## config.mk

```make
export PLATFORM = sky130hd
export DESIGN_NAME = rgmii_rx_framer
export DESIGN_NICKNAME = d
export VERILOG_FILES = /design/src/rtl/rgmii_pkg.sv /design/src/rtl/lane_assembler.sv /design/src/rtl/rgmii_rx_framer.sv
export SDC_FILE = /design/constraint.sdc
export NUM_CORES = 1
export LEC_CHECK = 0
export CORE_MARGIN = 5
export CORE_UTILIZATION = 55
export CTS_BUF_LIST = sky130_fd_sc_hd__clkbuf_8
export DETAILED_ROUTE_END_ITERATION = 7
export PLACE_DENSITY = 0.83
export REMOVE_ABC_BUFFERS = 1
export SETUP_SLACK_MARGIN = 0.05
export SYNTH_ARGS = -nofsm -noshare
export SYNTH_HDL_FRONTEND = slang
export SYNTH_HIERARCHICAL = 1
export SYNTH_SLANG_ARGS = --single-unit
```

## constraint.sdc

```tcl
create_clock -name clk -period 2.59 [get_ports clk]
set_input_delay 0.3885 -clock clk [delete_from_list [all_inputs] [get_ports clk]]
set_output_delay 0.3885 -clock clk [all_outputs]
set_load 0.005 [all_outputs]
```

## src/rtl/rgmii_pkg.sv

```systemverilog
// rgmii_pkg
// Shared constants for the RGMII/GMII receive framer:
//   PREAMBLE_BYTE / SFD_BYTE  - line bytes recognised ahead of the payload
//   ST_* / state_t            - framer state encoding
package rgmii_pkg;

    localparam logic [7:0] PREAMBLE_BYTE = 8'h55;
    localparam logic [7:0] SFD_BYTE      = 8'hD5;

    localparam logic [1:0] ST_IDLE = 2'd0;
    localparam logic [1:0] ST_PRE  = 2'd1;
    localparam logic [1:0] ST_DATA = 2'd2;
    localparam logic [1:0] ST_DROP = 2'd3;

    typedef enum logic [1:0] {
        IDLE = ST_IDLE,
        PRE  = ST_PRE,
        DATA = ST_DATA,
        DROP = ST_DROP
    } state_t;

endpackage

```

## src/rtl/lane_assembler.sv

```systemverilog
// lane_assembler
// Turns line lanes into bytes. LANE_W=4 pairs nibbles (low nibble first),
// LANE_W=8 passes each strobed byte straight through.
//   clk, rst_n  - clock, synchronous active-low reset
//   rx_stb      - input strobe; rx_en / rx_d valid this cycle
//   rx_en       - line data-valid
//   rx_d        - line data lane
//   byte_data   - completed byte (meaningful while byte_stb=1)
//   byte_stb    - a byte completes on this strobe (combinational)
//   half        - a low nibble is held, waiting for its high nibble
module lane_assembler #(
    parameter int LANE_W = 4
) (
    input  logic              clk,
    input  logic              rst_n,
    input  logic              rx_stb,
    input  logic              rx_en,
    input  logic [LANE_W-1:0] rx_d,
    output logic [7:0]        byte_data,
    output logic              byte_stb,
    output logic              half
);

    logic half_q;

    // A strobe with rx_en=0 always clears the half flag; in byte mode it never sets.
    always_ff @(posedge clk) begin
        if (!rst_n) begin
            half_q <= 1'b0;
        end else if (rx_stb) begin
            half_q <= (LANE_W == 4) && rx_en && !half_q;
        end
    end

    assign half = half_q;

    if (LANE_W == 8) begin : g_byte
        assign byte_data = rx_d[7:0];
        assign byte_stb  = rx_stb && rx_en;
    end else begin : g_nibble
        logic [3:0] lo_q;

        always_ff @(posedge clk) begin
            if (!rst_n) begin
                lo_q <= 4'h0;
            end else if (rx_stb && rx_en && !half_q) begin
                lo_q <= rx_d[3:0];
            end
        end

        // Byte is completed by the high nibble on the current strobe so the
        // framer can react on this very edge.
        assign byte_data = {rx_d[3:0], lo_q};
        assign byte_stb  = rx_stb && rx_en && half_q;
    end

endmodule

```

## src/rtl/rgmii_rx_framer.sv

```systemverilog
// rgmii_rx_framer
// Receive framer: strips preamble/SFD, delivers payload bytes with
// valid/last/error and counts good and bad frames.
//   clk, rst_n           - clock, synchronous active-low reset
//   rx_stb, rx_en, rx_d  - sampled line strobe, data-valid and lane
//   out_data/valid/last/err - payload byte stream, one clk after the strobe
//   frame_len            - payload length of the last completed frame
//   good_cnt, bad_cnt    - wrapping frame counters
//
// state | meaning
// IDLE  | waiting for rx_en=1
// PRE   | counting preamble bytes, looking for SFD
// DATA  | payload; one byte held back to know which is last
// DROP  | discarding the rest of a bad frame until rx_en=0
module rgmii_rx_framer
    import rgmii_pkg::*;
#(
    parameter int LANE_W  = 4,
    parameter int MIN_PRE = 2,
    parameter int MAX_LEN = 1518,
    parameter int CNT_W   = 16
) (
    input  logic              clk,
    input  logic              rst_n,
    input  logic              rx_stb,
    input  logic              rx_en,
    input  logic [LANE_W-1:0] rx_d,
    output logic [7:0]        out_data,
    output logic              out_valid,
    output logic              out_last,
    output logic              out_err,
    output logic [CNT_W-1:0]  frame_len,
    output logic [CNT_W-1:0]  good_cnt,
    output logic [CNT_W-1:0]  bad_cnt
);

    localparam int PW    = (MIN_PRE < 1) ? 1 : $clog2(MIN_PRE + 1);
    localparam int LEN_W = $clog2(MAX_LEN + 1);
    localparam logic [PW-1:0]    MIN_PRE_C = PW'(MIN_PRE);
    localparam logic [LEN_W-1:0] MAX_LEN_C = LEN_W'(MAX_LEN);

    logic [7:0]       byte_data;
    logic             byte_stb;
    logic             half;

    state_t           state;
    logic [PW-1:0]    pre_cnt;
    logic [PW-1:0]    pre_base;
    logic [LEN_W-1:0] len;
    logic [7:0]       buf_q;
    logic             buf_full;

    lane_assembler #(.LANE_W(LANE_W)) u_lane (
        .clk       (clk),
        .rst_n     (rst_n),
        .rx_stb    (rx_stb),
        .rx_en     (rx_en),
        .rx_d      (rx_d),
        .byte_data (byte_data),
        .byte_stb  (byte_stb),
        .half      (half)
    );

    // In byte mode the very first strobe already carries a preamble byte,
    // so IDLE evaluates it as PRE would with a fresh count.
    assign pre_base = (state == IDLE) ? '0 : pre_cnt;

    always_ff @(posedge clk) begin
        if (!rst_n) begin
            state     <= IDLE;
            pre_cnt   <= '0;
            len       <= '0;
            buf_q     <= 8'h00;
            buf_full  <= 1'b0;
            out_data  <= 8'h00;
            out_valid <= 1'b0;
            out_last  <= 1'b0;
            out_err   <= 1'b0;
            frame_len <= '0;
            good_cnt  <= '0;
            bad_cnt   <= '0;
        end else begin
            out_valid <= 1'b0;
            out_last  <= 1'b0;
            out_err   <= 1'b0;
            if (rx_stb) begin
                case (state)
                    IDLE, PRE: begin
                        if (!rx_en) begin
                            state <= IDLE;
                        end else begin
                            state   <= PRE;
                            pre_cnt <= pre_base;
                            if (byte_stb) begin
                                if (byte_data == PREAMBLE_BYTE) begin
                                    if (pre_base != MIN_PRE_C) begin
                                        pre_cnt <= pre_base + PW'(1);
                                    end
                                end else if (byte_data == SFD_BYTE && pre_base >= MIN_PRE_C) begin
                                    state    <= DATA;
                                    len      <= '0;
                                    buf_full <= 1'b0;
                                end else begin
                                    state   <= DROP;
                                    bad_cnt <= bad_cnt + CNT_W'(1);
                                end
                            end
                        end
                    end
                    DATA: begin
                        if (!rx_en) begin
                            state    <= IDLE;
                            buf_full <= 1'b0;
                            if (buf_full) begin
                                out_valid <= 1'b1;
                                out_data  <= buf_q;
                                out_last  <= 1'b1;
                                out_err   <= half;
                                frame_len <= CNT_W'(len);
                                if (half) begin
                                    bad_cnt <= bad_cnt + CNT_W'(1);
                                end else begin
                                    good_cnt <= good_cnt + CNT_W'(1);
                                end
                            end else begin
                                bad_cnt <= bad_cnt + CNT_W'(1);
                            end
                        end else if (byte_stb) begin
                            if (len == MAX_LEN_C) begin
                                // Held byte closes the frame as oversize.
                                out_valid <= buf_full;
                                out_data  <= buf_q;
                                out_last  <= buf_full;
                                out_err   <= buf_full;
                                frame_len <= CNT_W'(MAX_LEN_C);
                                bad_cnt   <= bad_cnt + CNT_W'(1);
                                buf_full  <= 1'b0;
                                state     <= DROP;
                            end else begin
                                if (buf_full) begin
                                    out_valid <= 1'b1;
                                    out_data  <= buf_q;
                                end
                                buf_q    <= byte_data;
                                buf_full <= 1'b1;
                                len      <= len + LEN_W'(1);
                            end
                        end
                    end
                    DROP: begin
                        if (!rx_en) begin
                            state <= IDLE;
                        end
                    end
                    default: state <= IDLE;
                endcase
            end
        end
    end

endmodule
```

* After elaboration in Yosys (flattened, before gate mapping)
Cells that the tools add are included.
** Storage, ports and cells
- Bits in registers :: 88
- Latch bits :: 0
- Bits in writable memories :: 0
- Memory bits (read-only) :: 0
- Bits of input ports :: 8
- Output and inout bits :: 59
- Logic and storage cells :: 119
- Memories kept :: 0
** Operators by class
- $add $sub $neg :: 4
- Multiply operators :: 0
- Divide/modulo/power cells :: 0
- $lt $le $gt $ge :: 1
- Equal/unequal tests :: 21
- Shift-type cells :: 0
- Multiplexer cells :: 56
- Bitwise gates (word level) :: 3
- Reduce and logical (&&, ||, !) cells :: 20
** Operator list (count)
- $mux 16 :: 13
- $mux 11 :: 7
- $add 16x1->16 const B :: 2
- $mux 8 :: 4
- $pmux 16 s2 :: 1
- $mux 2 :: 11
- $pmux 11 s2 :: 1
- $ne 2x2->1 const B :: 10
- $reduce_and 9->1 :: 2
- $mux 1 :: 17
- $reduce_and 5->1 :: 3
- $add 11x1->11 const B :: 1
- $eq 11x11->1 const B :: 1
- $reduce_and 3->1 :: 3
- $eq 8x7->1 const B :: 1
- $eq 8x8->1 const B :: 1
- $reduce_and 7->1 :: 1
- $ne 3x3->1 const B :: 2
- $pmux 2 s3 :: 1
- $logic_and 1x1->1 :: 5
- $eq 2x2->1 const B :: 2
- $ne 2x1->1 const B :: 2
- $ne 4x3->1 const B :: 1
- $reduce_and 4->1 :: 1
- other kinds (9) :: 12

* Longest topological paths before layout
- Depth after elaboration :: 9
- Depth in mapped cells :: 9
- Depth with buffers taken out :: 7

* Hierarchy
The synthesis kept the hierarchy.
** Modules (own cells, without submodules)
- rgmii_rx_framer :: times used 1, cells an instance 451, area an instance 3627.2 um2, seq. area each 1561.5 um2
- lane_assembler :: times used 1, cells an instance 27, area an instance 244.0 um2, seq. area each 100.1 um2

* Worst setup path before layout
No wires, ideal clock.
- Path type :: input to register
- From :: in rx_en
- To :: reg bad_cnt[14]
- Library setup time :: 0.070 ns
- Arrival time :: 2.009 ns
- Data required time :: 2.520 ns
- Setup slack :: 0.511 ns
- Cell stages on the path :: 8
- Buffers on the path :: 2
- Cells stage by stage :: and3_1 -> buf_2 -> inv_1 -> o41ai_2 -> o2111ai_1 -> buf_2 -> or4_1 -> a21oi_1
** Between the ends
- Cells in the longest elaborated chain, start to end :: 4
- Elaborated cells between the ends (all ways) :: 10
- Classes of those cells :: 5 x eq/ne; 2 x mux; 3 x reduce/logical
** RTL lines
- from (decl) :: line rgmii_rx_framer.sv:26 : input logic rx_en,
- $logic_and 1x1->1 (2 in series) :: line lane_assembler.sv:54 : assign byte_stb = rx_stb && rx_en && half_q;
- $ne 3x3->1 (no source line) or $ne 2x2->1 (tied branches)
- $reduce_and 9->1 (no source line)
- to (signal assigned) :: line rgmii_rx_framer.sv:105 : bad_cnt <= bad_cnt + CNT_W'(1);
- to (signal assigned) :: line rgmii_rx_framer.sv:121 : bad_cnt <= bad_cnt + CNT_W'(1);
- to (signal assigned) :: line rgmii_rx_framer.sv:126 : bad_cnt <= bad_cnt + CNT_W'(1);
- to (decl) :: line rgmii_rx_framer.sv:34 : output logic [CNT_W-1:0] bad_cnt
Several ways; a longest one is shown, not always the timed one.
A chain may end at the register's enable or synchronous reset.

* Worst setup path in the final report
- From :: in rx_en
- To :: reg bad_cnt[3]
** Between the ends
- Cells in the longest elaborated chain, start to end :: 4
- Elaborated cells between the ends (all ways) :: 10
- Classes of those cells :: 5 x eq/ne; 2 x mux; 3 x reduce/logical
** RTL lines
- $logic_and 1x1->1 (*) (2 in series) :: line lane_assembler.sv:54
- via byte_stb :: line rgmii_rx_framer.sv:43 : logic byte_stb;
- $ne 3x3->1 (no source line) or $ne 2x2->1 (tied branches)
- $reduce_and 9->1 (no source line) (*)
The timed path passes the listed nets; every way through them passes the cells marked *.

==> summary.md <==
| Metric | Value |
|---|---|
| CP arrival | around 2.6 ns |
| P_sw | 503.5 uW |
| Slew @ Worst Pin | 0.5255 ns |
| XOR/XNOR share of the synthesized area | 2.262% |
| GR Overflow Total | 0 |
| Reg2reg setup slack | 0.32 ns |
| Instance count of the mapped netlist | 478 |
| Simple-Gate Fraction of Synth Area | 28.12% |
| Warnings from Yosys | 6 |
| Post-CTS setup repair buffer count | 0 |
| Chip Width | roughly 94 um |
| Synth top cells by count | 83 x dfxtp_1, 65 x nand2_1, 51 x a21oi_1 |
| Setup ws final | around 0.31 ns |
| Outcome | completed |
| Hold crit path type | reg2reg |
| Compound-gate portion of the synthesized area | 17.10% |
| CTS Root Cell | clkbuf_8 |
| Max-Cap Viols | 0 |
| Clock Sinks | 83 |
| Pleak | about 1.6 nW |
| Std cell rows | 30 |
| Gr usage total | 21.18% |
| CTS Buf Count | 9 |
| Most frequent cell after synthesis | dfxtp_1 |
| Tot Pwr | around 2.3 mW |
| Final wirelength | between 9 and 10 mm |
| Cell variety after synth | 50 |
| Area share of fa/ha/maj cells after synthesis | around 1.6% |
| EDFF count, synth | 0 |
| Power Dens Cells | 485.0 nW/um^2 |
| Min cycle time layout | roughly 2.3 ns |
| Routability congestion estimate | 0.9189 |
| Residual DRC count | 0 |
| DIE AREA | 8816 sq um |
| Die height | 93.90 um |
| First-pass GRT wire length | 15.30 mm |
| Max incr delay on CP | 0.50 ns |
| Final setup skew | 0.01042 ns |
| FMAX | 0.4381 GHz |
| Bufs on Longest Clock Path | 2 |
| Seq/Total Area, Yosys | 42.92% |
| Pin count of the biggest net entering global routing | 37 |
| Setup WS pre-CTS | -0.05433 ns |
| Slew Limit Fails | 0 |
| Worst-path cell chain | clkdlybuf4s50_1, and3_1, inv_1, o41ai_2, o2111ai_2, buf_12, or4_1, a21oi_1 |
| Fraction of layout cells with a size suffix above 1 | 6.742% |
| IO Pins | 67 |
| DP Area | 4554 sq um |
| Antenna Cells | 0 |
| Initial Util | 56.67% |
| Setup Crit Path Kind | in2reg |
| Crit end category | flop |
| Final hold slack | 0.4555 ns |
| Mapped Avg Cell Area | 8.099 sq um |
| CTS tree | done |
| Fin nets | 543 |
| Area share of the largest cell type after synthesis | approximately 43% |
| Clock Power Share | 40.0% |
| Post-synthesis mux area share | under 10% |
| Clk_lat worst skew | 0.35 ns |
| Initial antenna violation count | 0 |
| IO buf count | a little over 60 |
| DR vias | approximately 3600 |
| Post-route ant nets | 0 |
| Starting DRT DRC Count | 188 |
| Final Cycle Share | 88.13% |
| Syn Std Cell Area | 3871 sq um |
| Worst VDD drop | about 0.33 mV |
| Post-synth ARST share | 0% |
| Switching part of the total | roughly 22% |
| Required time worst endpoint | around 2.9 ns |
| Comb power frac | 4.2% |
| RSZ-0062 raised after global routing | no |
| Average vias per placed instance | 5.783 |
| 1st-pass router iterations | 5 |
| Largest family of logic cells by synthesized area | simple AND/OR/NAND/NOR gates |
| Post-synth top flop | dfxtp_1 |
| Final instance area | between 4000 and 5000 sq um |
| Crit-path slowest cell | or4_1 |
| Setup TNS | 0 ns |
| Seq pwr share | between 50% and 60% |
| Hold-fix buffers, CTS | 0 |
| Post-CTS Resized | 0 |
| Final Hold Viols | 0 |
| Clock slew at reported path FFs | around 0.07 ns |
| Final setup fails | 0 |
| Area grow syn2layout | 22.66% |
| Detailed placement HPWL | about 6.3 mm |
| Core area | 6832 sq um |
| Worst-path maximum fanout | 30 |
| Slew margin rel. | 64.81% |
| Internal power component | 1.799 mW |
| Top cells by area, synth | dfxtp_1 43%, a21oi_1 6.6%, nand2_1 6.3%, nand3_1 3.7%, nor2_1 3.5% |
| Synthesized flop and latch total | 83 |
| Routed len/inst | 14.42 um |
| Synth area leader | dfxtp_1 |
| H-tree depth | 3 |
| Vias in the first global route | 3373 |
| Setup crit start kind | input port |
[metal layers]
| metal | part of all wire (%) | vias to the layer above | track usage (%) |
|---|---|---|---|
| met5 | 0 | - | 0 |
| met4 | 1.9 | 0 | 9.025 |
| met3 | 4.4 | 17 | 3.606 |
| met2 | 48 | 79 | 35.60 |
| met1 | 46 | 1741 | 26.66 |
| li1 | - | 1806 | - |
[worst paths after layout]
path,startpoint,to,cells after the start
worst min-delay path,out_data[3],out_data[3],2
worst max-delay path,rx_en,bad_cnt[3],8
worst max register to register,len[0],bad_cnt[3],8
worst min register to register,out_data[3],out_data[3],2
[cells in the final DEF, fill, tap and decap left out, types with 12 or more instances in the layout]
cell type and n:
nor2_1 36, nor3_1 13, inv_1 12, clkdlybuf4s50_1 61, nand4_1 12, o21ai_0 20
dfxtp_1 83, nand2_1 65, nand3_1 29, buf_4 14, o31ai_1 15, or4_1 14
a21oi_1 51
[metrics by stage]
stage | std cells | utilization [%]
after floorplan | 443 | -
after global placement | 615 | 66.67
after detailed placement | 615 | 66.67
after CTS | 630 | 69.51
after global routing | 630 | 69.51
final | 630 | 69.51
[critical path: cells and delay by family]
family          cells  cell delay, ns
buf+inv             3            0.76
simple gates        2            0.73
compound gates      3            0.67
[registers in the layout (all words and copies together), names as in the netlist]
register	cells
bad_cnt	16
buf_full	1
buf_q	8
frame_len	11
good_cnt	16
len	11
out_data	8
out_err	1
out_last	1
out_valid	1
pre_cnt	2
state	2
u_lane/g_nibble.lo_q	4
u_lane/half	1
[power groups by stage]
stage / sequential (mW) / combinational, mW / clock, mW
6_report: 1.29 / 0.0961 / 0.921
5_1_grt: 1.29 / 0.104 / 0.986
4_1_cts: 1.29 / 0.0941 / 0.935
3_5_place_dp: 1.32 / 0.0938 / 0
3_3_place_gp: 1.32 / 0.0918 / 0
2_1_floorplan: 1.31 / 0.0403 / 0
[area by class of cell]
class	instances	area (sq um)
sequential	83	1662
tap	96	120.1
clock buffer	11	151.4
multi-input combinational	349	1996
fill	587	2083
timing repair buffer	76	735.7
clock inverter	4	42.54
inverter	11	41.29
[logic make-up (layout without fill, tap and decap cells)]
logic type | count (synthesis) | after routing
AOI/OAI and AO/OA | 110 | 110
xor gates and xnor gates | 10 | 10
adders and majority gates | 5 | 5
buffers and inverters | 50 | 102
DFF | 83 | 83
muxes | 7 | 7
other | 1 | 5
and+or+nand+nor | 212 | 212
No activity file was read; power rests on OpenSTA's default activity.
